===== src/rtl/uart_pkg.sv =====
// Shared UART definitions: FSM state encoding, parity modes and oversample ratio.
// Used by the transmit controller and, later, the receive controller.
package uart_pkg;

  typedef enum logic [2:0] {
    ST_IDLE,
    ST_START,
    ST_DATA,
    ST_PARITY,
    ST_STOP
  } uart_state_e;

  localparam int PAR_NONE = 0;
  localparam int PAR_ODD  = 1;
  localparam int PAR_EVEN = 2;

  localparam int OVERSAMPLE = 16;

  // Narrower characters arrive zero-extended, which leaves the XOR unchanged.
  function automatic logic parity_bit(input logic [7:0] data, input int mode);
    case (mode)
      PAR_ODD:  return ~^data;
      PAR_EVEN: return ^data;
      default:  return 1'b0;
    endcase
  endfunction

endpackage


===== src/rtl/uart_tx_ctl.sv =====
// UART transmit controller: takes one character per valid/ready handshake and
// serialises start, data (LSB first), optional parity and stop bits on txd.
module uart_tx_ctl
  import uart_pkg::*;
#(
  parameter int DATA_BITS = 8,
  parameter int PARITY    = 0,
  parameter int STOP_BITS = 1
) (
  input  logic                 clk,
  input  logic                 rst_n,
  input  logic                 baud_x16_en,
  input  logic [DATA_BITS-1:0] tx_data,
  input  logic                 tx_valid,
  output logic                 tx_ready,
  output logic                 tx_busy,
  output logic                 txd
);

  localparam logic [3:0] OVER_LAST = 4'(OVERSAMPLE - 1);
  localparam logic [2:0] DATA_LAST = 3'(DATA_BITS - 1);
  localparam logic [2:0] STOP_LAST = 3'(STOP_BITS - 1);
  localparam bit         HAS_PAR   = (PARITY != PAR_NONE);

  uart_state_e          state, state_next;
  logic [3:0]           over_cnt, over_next;
  logic [2:0]           bit_cnt, bit_next;
  logic [DATA_BITS-1:0] shift, shift_next;
  logic                 par, par_next;
  logic                 txd_next;

  always_ff @(posedge clk) begin
    if (!rst_n) begin
      state    <= ST_IDLE;
      over_cnt <= '0;
      bit_cnt  <= '0;
      shift    <= '0;
      par      <= 1'b0;
      txd      <= 1'b1;
    end else begin
      state    <= state_next;
      over_cnt <= over_next;
      bit_cnt  <= bit_next;
      shift    <= shift_next;
      par      <= par_next;
      txd      <= txd_next;
    end
  end

  // txd is registered from the next state so the line moves on the same edge as the FSM.
  always_comb begin
    state_next = state;
    over_next  = over_cnt;
    bit_next   = bit_cnt;
    shift_next = shift;
    par_next   = par;
    txd_next   = 1'b1;

    if (state == ST_IDLE) begin
      if (tx_valid) begin
        state_next = ST_START;
        shift_next = tx_data;
        par_next   = parity_bit(8'(tx_data), PARITY);
        over_next  = '0;
        bit_next   = '0;
      end
    end else if (baud_x16_en) begin
      over_next = over_cnt + 4'd1;
      if (over_cnt == OVER_LAST) begin
        case (state)
          ST_START: begin
            state_next = ST_DATA;
            bit_next   = '0;
          end
          ST_DATA: begin
            shift_next = shift >> 1;
            bit_next   = bit_cnt + 3'd1;
            if (bit_cnt == DATA_LAST) begin
              state_next = HAS_PAR ? ST_PARITY : ST_STOP;
              bit_next   = '0;
            end
          end
          ST_PARITY: begin
            state_next = ST_STOP;
            bit_next   = '0;
          end
          ST_STOP: begin
            bit_next = bit_cnt + 3'd1;
            if (bit_cnt == STOP_LAST) begin
              state_next = ST_IDLE;
              bit_next   = '0;
            end
          end
          default: state_next = ST_IDLE;
        endcase
      end
    end

    case (state_next)
      ST_START:  txd_next = 1'b0;
      ST_DATA:   txd_next = shift_next[0];
      ST_PARITY: txd_next = par_next;
      default:   txd_next = 1'b1;
    endcase
  end

  assign tx_ready = (state == ST_IDLE);
  assign tx_busy  = ~tx_ready;

endmodule

===== config.mk =====
export PLATFORM = sky130hd
export DESIGN_NAME = uart_tx_ctl
export DESIGN_NICKNAME = d
export VERILOG_FILES = /design/src/rtl/uart_pkg.sv /design/src/rtl/uart_tx_ctl.sv
export SDC_FILE = /design/constraint.sdc
export NUM_CORES = 1
export LEC_CHECK = 0
export CAP_MARGIN = 20
export CORE_UTILIZATION = 45
export DETAILED_ROUTE_END_ITERATION = 7
export GPL_ROUTABILITY_DRIVEN = 1
export PLACE_DENSITY = 0.67
export RECOVER_POWER = 100
export SLEW_MARGIN = 20
export SYNTH_ARGS = -nofsm -noshare
export SYNTH_HDL_FRONTEND = slang
export SYNTH_SLANG_ARGS = --single-unit

===== constraint.sdc =====
create_clock -name clk -period 1.7 [get_ports clk]
set_clock_uncertainty 0.05 [all_clocks]
set_input_delay 0.34 -clock clk [delete_from_list [all_inputs] [get_ports clk]]
set_output_delay 0.34 -clock clk [all_outputs]
set_load 0.01 [all_outputs]

# After elaboration in Yosys (flattened, before gate mapping)
# Index checks and enable logic that the tools add are counted.
[word_totals]
reg_bits = 20
input_bits = 12
output_inout_bits = 3
wordCells = 55
[classes]
addsub = 2
n_eq_ne = 10
n_mux = 25
bitwise = 1
reduce_logical = 10
[op_table]
columns = ["operator", "count"]
rows = [
  ["8-bit 2-to-1 mux", 5],
  ["3-bit 2-to-1 mux", 12],
  ["3-bit by 2-bit equality test with 1-bit output (second input constant)", 4],
  ["4-bit 2-to-1 mux", 3],
  ["3-bit case mux with 4 select lines", 1],
  ["3-bit case mux with 3 select lines", 1],
  ["4-bit AND reduction", 2],
  ["3-bit by 1-bit equality test with 1-bit output (second input constant)", 2],
  ["3-bit equality test (second input constant)", 2],
  ["3-bit logical NOT", 2],
  ["2-bit nonzero test", 3],
  ["4-bit by 1-bit adder with 4-bit output (second input constant)", 1],
  ["4-bit equality test (second input constant)", 1],
  ["4-bit nonzero test", 1],
  ["3-bit by 1-bit adder with 3-bit output (second input constant)", 1],
  ["1-bit case mux with 3 select lines", 1],
  ["1-bit 2-to-1 mux", 2],
  ["2-bit != test (second input constant)", 1],
  ["2-bit AND reduction", 1],
  ["2-bit OR reduction", 1],
  ["1-bit inverter", 1],
]

# Depth between registers and ports, before layout
# Gate-level depths: netlist (run 1).
[depth]
depth_word = 8
mapped_depth = 6

# Worst setup path before layout (run 1)
# OpenSTA, ideal clock, no wires.
[synth_timing]
path_type = "register -> register"
from = "reg over_cnt[0]"
to = "reg txd"
setup_ps = 139
t_arrival_ps = 1358
required_ps = 1511
setup_slack_ps = 153
path_stages_with_launch = 6
n_path_buf = 0
period_less_slack_ps = 1547
path_cell_list = "dfxtp_1 > ha_1 > nand4_4 > or3_1 > a32oi_1 > o2111ai_1"
[synth_between]
elab_chain_len = 6
elab_cells_between_ends = 11
classes_between = "eq/ne: 4; mux: 7"
[synth_lines]
columns = ["item", "line", "text"]
rows = [
  ["start, declared", "uart_tx_ctl.sv:26", "logic [3:0] over_cnt, over_next;"],
  ["start signal, assigned", "uart_tx_ctl.sv:42", "over_cnt <= over_next;"],
  ["4-bit equality test (*)", "uart_tx_ctl.sv:69", "if (over_cnt == OVER_LAST) begin"],
  ["3-bit 2-to-1 mux", "uart_tx_ctl.sv:69", ""],
  ["3-bit 2-to-1 mux", "uart_tx_ctl.sv:67", "end else if (baud_x16_en) begin"],
  ["3-bit 2-to-1 mux", "uart_tx_ctl.sv:59", "if (state == ST_IDLE) begin"],
  ["3-bit by 2-bit equality test with 1-bit output / 3-bit by 1-bit equality test with 1-bit output (equally long branches)", "uart_tx_ctl.sv:99", "case (state_next)"],
  ["1-bit case mux with 3 select lines (*)", "uart_tx_ctl.sv:99", ""],
  ["end signal, assigned", "uart_tx_ctl.sv:46", "txd <= txd_next;"],
  ["end, declared", "uart_tx_ctl.sv:17", "output logic txd"],
]
# Every way passes the cells marked *; elsewhere a longest branch is shown, timed or not. The select of a mux whose other input is x is not followed.
# A chain may end at the register's enable or synchronous reset.

# Worst setup path in the final report (run 1)
[layout_timing]
from = "reg state[1]"
to = "reg txd"
[layout_between]
elab_chain_len = 7
elab_cells_between_ends = 21
classes_between = "eq/ne: 7; mux: 13; reduce/logical: 1"
[layout_lines]
columns = ["item", "line", "text"]
rows = [
  ["start, declared", "uart_tx_ctl.sv:25", "uart_state_e state, state_next;"],
  ["start signal, assigned", "uart_tx_ctl.sv:41", "state <= state_next;"],
  ["3-bit equality test, or another cell as far along", "uart_tx_ctl.sv:70", "case (state)"],
  ["3-bit case mux with 4 select lines", "uart_tx_ctl.sv:70", ""],
  ["3-bit 2-to-1 mux", "uart_tx_ctl.sv:69", ""],
  ["3-bit 2-to-1 mux", "uart_tx_ctl.sv:67", ""],
  ["3-bit 2-to-1 mux", "uart_tx_ctl.sv:59", ""],
  ["3-bit by 2-bit equality test with 1-bit output / 3-bit by 1-bit equality test with 1-bit output (equally long branches)", "uart_tx_ctl.sv:99", ""],
  ["1-bit case mux with 3 select lines (*)", "uart_tx_ctl.sv:99", ""],
]
# Marks and branches as above.

==> summary.md, run 1 <==
| Metric | Value |
|---|---|
| Outcome | `completed` |
| Initial Util | `0.495` |
| Remaining DRCs | `0` |
| GR Util All Layers | `0.206` |
| Crit path cell chain | `buf_4 -> nor4b_1 -> mux2i_2 -> a32oi_1 -> o2111ai_1` |
| CP max stage delay | `410 ps` |
| CP max-delay cell | `nor4b_1` |
| Synth cell count leaders | `20 x dfxtp_1, 14 x o21ai_0, 8 x a21boi_0` |
| I/O pin count | `15` |
| Largest net degree at the start of global routing | `22` |
| Hold path depth | `2` |
| Worst Tran Pin Value | `450 ps` |
| Post-detailed-route via-to-cell ratio | `5.82` |
| CP top delay family | `simple AND/OR/NAND/NOR gates` |
| Ratio of final minimum period to clock period | `0.983` |
| Setup Buffers After CTS | `0` |
| Netlist cell types | `41` |
| Most common cell in the synthesized netlist | `dfxtp_1` |
| Tmin final | `1670 ps` |
| CP required | `1840 ps` |
| Critical R2R Capture | `txd$_SDFF_PN1_` |
| CP Class | `reg2reg` |
| R2R depth | `5` |
| Placed cell count | `172` |
| Antenna violations before repair | `0` |
| Post-synth top area cell | `dfxtp_1` |
| Critical path data arrival time | `1810 ps` |
| Final HPWL DP | `1.77 mm` |
| Antenna Nets Post-Route | `0` |
| Sequential share of the synthesized area | `0.356` |
| CP endpoint kind | `flop` |
| Max Clk Rate | `599 MHz` |
| WL/cell | `14.0 µm` |
| Die X | `52.0 µm` |
| Core area | `2280 µm²` |
| Reg-to-Reg Start | `state[1]$_SDFF_PN0_` |
| Htree depth | `1` |
| Synth Warn # | `0` |
| Seq cells post-synth | `20` |
| HP Class | `reg2reg` |
| CP max FO | `14` |
| Cell Area, Synth | `1130 µm²` |
| First-pass GRT wire length | `4.15 mm` |
| NumNets Final | `165` |
| Post-CTS Hold Buffers | `0` |
| Hold path start | `shift[7]$_SDFFE_PN0P_` |
| Primary FF master, synth | `dfxtp_1` |
| Startpoint Class | `flop` |
| Die Y | `52.0 µm` |
| DR vias | `1,025` |
| DR pass1 iterations | `4` |
| Buf/Inv on CP | `1` |
| P_leak | `0.000519 µW` |
| Antenna Cells | `0` |
| R2R setup slack | `30 ps` |
| Cell Count, Final, Fillers Out | `176` |
| Asr flop ratio synth | `0` |
| Peak VDD IR | `0.493 mV` |
| Power Dens Cells | `666 nW/µm²` |
| Synth top area share | `0.356` |
| CTS tree | `built` |
| CTS Buf Count | `3` |
| Setup violators final | `0` |
| Post-Synthesis Mean Instance Area | `8.94 µm²` |
| Cell Area, Placed | `1350 µm²` |
| Clk sink count | `20` |
| Worst-path clk slew | `120 ps` |
| Area Overhead vs Synth | `24.4%` |
| Placer Congestion | `0.795` |
| Slew headroom | `0.696` |
| PortBufs | `14` |
| Post-Syn Nets | `142` |
| Final WL | `2.47 mm` |
| Max Root-Sink Buffers | `2` |
| Post-Route Setup TNS | `0 ps` |
| Number of global-route vias before repair | `930` |
| Drt initial violations | `13` |
| DIE AREA | `2710 µm²` |
| Fin area | `1400 µm²` |
| Final hold violation count | `0` |
| Ratio of cells with drive above 1 in the final layout | `0.196` |
| Grt ovf | `0` |
| Post-synth EDFFs | `0` |
| Total Power | `933 µW` |
| Maxcap violations | `0` |
| Clock root buffer | `clkbuf_4` |
| # rows | `17` |
| Post-layout util | `0.616` |
| Max Slew Vio Count | `0` |
| WHS Endpoint | `shift[7]$_SDFFE_PN0P_` |
| Synth top area cells | `dfxtp_1 36%, o21ai_0 6.2%, a21boi_0 5.3%` |
| Synthesized instance count | `126` |
| Clock Latency Late Sink | `300 ps` |
## logic make-up (layout without fill, tap and decap cells)
| kind of cell | after synthesis | after routing | synth area share |
|---|---|---|---|
| compound gates | 46 | 46 | 0.262 |
| fa+ha+maj | 4 | 4 | 0.0444 |
| buf+inv | 11 | 33 | 0.0511 |
| flops | 20 | 20 | 0.356 |
| mux | 3 | 3 | 0.0267 |
| simple gates | 42 | 42 | 0.260 |
## power by group
group          switching, µW  total, µW  internal [µW]
clock network            149        280            131
logic                   75.4        159           83.7
registers               8.04        494            486
## worst reg2reg max path: stages, from the launching register on
cell,delay (ps)
dfxtp_1,350
buf_4,210
nor4b_1,420
mux2i_2,160
a32oi_1,240
o2111ai_1,120
## layout make-up
type,instances,area (µm²)
clock buffers,4,36.3
fillers,196,875
inverters,4,15.0
multi-input cells,95,694
flip-flops and latches,20,402
well taps,28,35.0
repair buffers,25,219
## what timing repair did
action	CTS	global route
gates cloned	0	0
pin swaps	0	0
endpoints found under the hold margin	0	0
endpoints found under the setup margin	5	8
resized for setup	7	9
## placed cells by master (no fill, tap or decap), drive strengths merged
cell type      instances
dfxtp                 20
o21ai                 17
clkdlybuf4s50         11
a21boi                11
buf                    9
clkbuf                 8
a21oi                  6
a22oi                  6
nand4                  6
nor2                   5
nand2                  5
nor2b                  4
nand2b                 4
inv                    4
ha                     4
nor3                   3
mux2i                  3
a32oi                  2
nor3b                  2
or3                    2
and4                   2
nor4b                  2
or4b                   1
or2                    1
or3b                   1
nand3                  1
o211ai                 1
and2                   1
o21bai                 1
a21o                   1
o2111ai                1
and3                   1
nand4b                 1
dlygate4sd3            1
## registers in the layout, summed over array words and instances (netlist names)
register and count:
bit_cnt 3, state 3, shift 8, par 1, over_cnt 4, txd 1
## routing by layer
| layer | vias up | share of wire | GRT usage |
|---|---|---|---|
| li1 | 516 | - | - |
| met1 | 490 | 0.47 | 0.266 |
| met2 | 17 | 0.50 | 0.338 |
| met4 | 0 | 0.0057 | 0.0541 |
| met5 | - | 0 | 0 |
| met3 | 2 | 0.028 | 0.0526 |
## per-stage QoR
step	setup slack (ps)	hold slack, ps
after floorplan	153	399
final	29.5	431
after CTS	-21.8	433
after detailed placement	-251	414
after global placement	-193	411
after global routing	-3.46	454
## worst max-delay path by stage
stage	from	end	cells past startpoint
finish	state[1]$_SDFF_PN0_	txd$_SDFF_PN1_	5
global route	state[1]$_SDFF_PN0_	txd$_SDFF_PN1_	5
CTS	state[0]$_SDFF_PN0_	tx_ready	3
detailed placement	baud_x16_en	shift[1]$_SDFFE_PN0P_	5
global placement	baud_x16_en	shift[7]$_SDFFE_PN0P_	5
floorplan	over_cnt[0]$_SDFFE_PN0P_	txd$_SDFF_PN1_	5
No activity file was read; power rests on OpenSTA's default activity.
==> run 2, diff against run 1 <==
- PLACE_DENSITY: 0.67 -> 0.63
==> summary.md, run 2 (synthesis results as in run 1) <==
| Metric | Value |
|---|---|
| Clock Latency Late Sink | `310 ps (about the same)` |
| CP max-delay cell | `dfxtp_1` |
| Max Root-Sink Buffers | `2 (unchanged)` |
| Max Clk Rate | `609 MHz (+1.7%)` |
| CP Class | `reg2reg` |
| Post-detailed-route via-to-cell ratio | `5.63 (-3.3%)` |
| Critical path data arrival time | `1830 ps (+20 ps)` |
| First-pass GRT wire length | `4.19 mm (+1.0%)` |
| Power Dens Cells | `659 nW/µm² (-0.97%)` |
| Fin area | `1430 µm² (+2.1%)` |
| Antenna Nets Post-Route | `0 (unchanged)` |
| CP max stage delay | `400 ps (about the same)` |
| P_leak | `0.000538 µW (+3.7%)` |
| Setup violators final | `0 (unchanged)` |
| Max Slew Vio Count | `0 (unchanged)` |
| Max reg flops | `8 (unchanged)` |
| Largest net degree at the start of global routing | `22 (unchanged)` |
| Post-CTS Hold Buffers | `0 (unchanged)` |
| Most common cell after layout, fill and taps aside | `dfxtp_1` |
| Worst-path clk slew | `120 ps (about the same)` |
| Placed cell count | `175 (+1.7%)` |
| Outcome | `completed` |
| Final WL | `2.43 mm (-1.4%)` |
| FF+latch area | `403 µm² (+0.31%)` |
| Die Y | `52.0 µm (unchanged)` |
| Buf/Inv on CP | `0 (-1)` |
| Startpoint Class | `flop` |
| Clk pwr share | `0.302 (+0.002)` |
| Maxcap violations | `0 (unchanged)` |
| Cell Area, Placed | `1380 µm² (+1.7%)` |
| Tmin final | `1640 ps (-28.2 ps)` |
| DR vias | `1,008 (-1.7%)` |
| CP top delay family | `flip-flops` |
| Area Overhead vs Synth | `27.0%` |
| CP required | `1890 ps (+50 ps)` |
| Initial Util | `0.495 (unchanged)` |
| I/O pin count | `15 (unchanged)` |
| Setup Buffers After CTS | `0 (unchanged)` |
| Hold path start | `shift[6]$_SDFFE_PN0P_` |
| R2R depth | `5 (unchanged)` |
| Remaining DRCs | `0 (unchanged)` |
| Worst Tran Pin Value | `338 ps (-112 ps)` |
| Htree depth | `1 (unchanged)` |
| Switch share | `0.251 (+0.00152)` |
| Hold path depth | `2 (unchanged)` |
| Ratio of cells with drive above 1 in the final layout | `0.225 (+0.0292)` |
| Final HPWL DP | `1.74 mm (-2.1%)` |
| Ratio of final minimum period to clock period | `0.966 (-0.0166)` |
| Final hold violation count | `0 (unchanged)` |
| Core area | `2280 µm² (unchanged)` |
| DIE AREA | `2710 µm² (unchanged)` |
| PortBufs | `14 (unchanged)` |
| Post-Route Setup TNS | `0 ps (unchanged)` |
| NumNets Final | `168 (+1.8%)` |
| Antenna violations before repair | `0 (unchanged)` |
| WHS Endpoint | `shift[6]$_SDFFE_PN0P_` |
| CTS Buf Count | `3 (unchanged)` |
| Number of global-route vias before repair | `931 (+0.11%)` |
| Multi-input gate area in the final layout | `693 µm² (-0.18%)` |
| Total Power | `943 µW (+1.1%)` |
| WL/cell | `13.6 µm (-3.0%)` |
| Fillers | `206 (+5.1%)` |
| # rows | `17 (unchanged)` |
| RSZ-0062 raised after global routing | `yes` |
| Placer Congestion | `0.818 (+2.9%)` |
| Grt ovf | `0 (unchanged)` |
| Peak VDD IR | `0.471 mV (-4.3%)` |
| CTS tree | `built` |
| Critical R2R Capture | `txd$_SDFF_PN1_` |
| Gate power share | `0.174 (+0.004)` |
| Largest Register | `shift` |
| Top flop regs | `shift: 8 flops, over_cnt: 4 flops` |
| Slew headroom | `0.772 (+0.0758)` |
| Cell Count, Final, Fillers Out | `179 (+1.7%)` |
| CP max FO | `4 (-10)` |
| Commonest cells after routing, fill and taps aside | `18 x dfxtp_1, 14 x o21ai_0, 13 x buf_4, 12 x clkdlybuf4s50_1, 8 x a21boi_0` |
| DR pass1 iterations | `4 (unchanged)` |
| Flop pwr share | `0.525 (-0.005)` |
| HP Class | `reg2reg` |
| GR Util All Layers | `0.209 (+0.00257)` |
| Clk sink count | `20 (unchanged)` |
| R2R setup slack | `60 ps (+30 ps)` |
| Crit path cell chain | `ha_2 -> and4_2 -> mux2i_2 -> a32oi_1 -> o2111ai_1` |
| Die X | `52.0 µm (unchanged)` |
| NetSw | `237 µW (+1.7%)` |
| CP endpoint kind | `flop` |
| Cell internal pwr | `707 µW (+0.86%)` |
| Drt initial violations | `18 (+5)` |
| Reg-to-Reg Start | `over_cnt[0]$_SDFFE_PN0P_` |
| Clock root buffer | `clkbuf_4` |
| Antenna Cells | `0 (unchanged)` |
[run 2: timing repair]
item                       4_1_cts  5_1_grt
pin swaps                        0        1
setup endpoints to repair        7       11
resized for setup                7        8
[run 2: cell type report]
type,count,area share
clock buffers,4,0.0254
well taps,28,0.0245
flip-flops and latches,20,0.282
repair buffers,28,0.173
inverters,4,0.0105
multi-input cells,95,0.485
[run 2: worst max-delay path by stage]
stage                        startpoint               endpoint  slack (ps)  cells after the start
6_report       over_cnt[0]$_SDFFE_PN0P_         txd$_SDFF_PN1_          60                      5
3_3_place_gp                   tx_valid         txd$_SDFF_PN1_        -240                      5
5_1_grt        over_cnt[0]$_SDFFE_PN0P_         txd$_SDFF_PN1_         -50                      5
4_1_cts             state[0]$_SDFF_PN0_               tx_ready         -20                      3
3_5_place_dp                baud_x16_en  shift[2]$_SDFFE_PN0P_        -320                      5
2_1_floorplan  over_cnt[0]$_SDFFE_PN0P_         txd$_SDFF_PN1_         150                      5
[run 2: per-layer routing]
metal  track usage  up-vias  part of all wire
met5             0        -                 0
met4        0.0270        0            0.0037
met3        0.0526        2             0.025
met2         0.353       11              0.48
met1         0.272      466              0.49
li1              -      529                 -
[run 2: worst register-to-register path, stage by stage, from the launching register on]
cell and delay [ps]:
dfxtp_1 400, ha_2 250, and4_2 300, mux2i_2 240, a32oi_1 150, o2111ai_1 190
[run 2: power groups by stage]
stage          clock network (µW)  registers (µW)  logic, µW
6_report                      284             495        164
5_1_grt                       310             498        180
4_1_cts                       290             495        166
3_5_place_dp                    0             505        163
3_3_place_gp                    0             504        162
2_1_floorplan                   0             506       82.1
[run 2: stage by stage]
step | setup slack (ps) | util | hold slack, ps
final | 57.7 | 0.628 | 438
after global routing | -46.1 | 0.628 | 466
after CTS | -20.6 | 0.625 | 438
after detailed placement | -315 | 0.605 | 416
after global placement | -241 | 0.605 | 414
after floorplan | 153 | - | 399
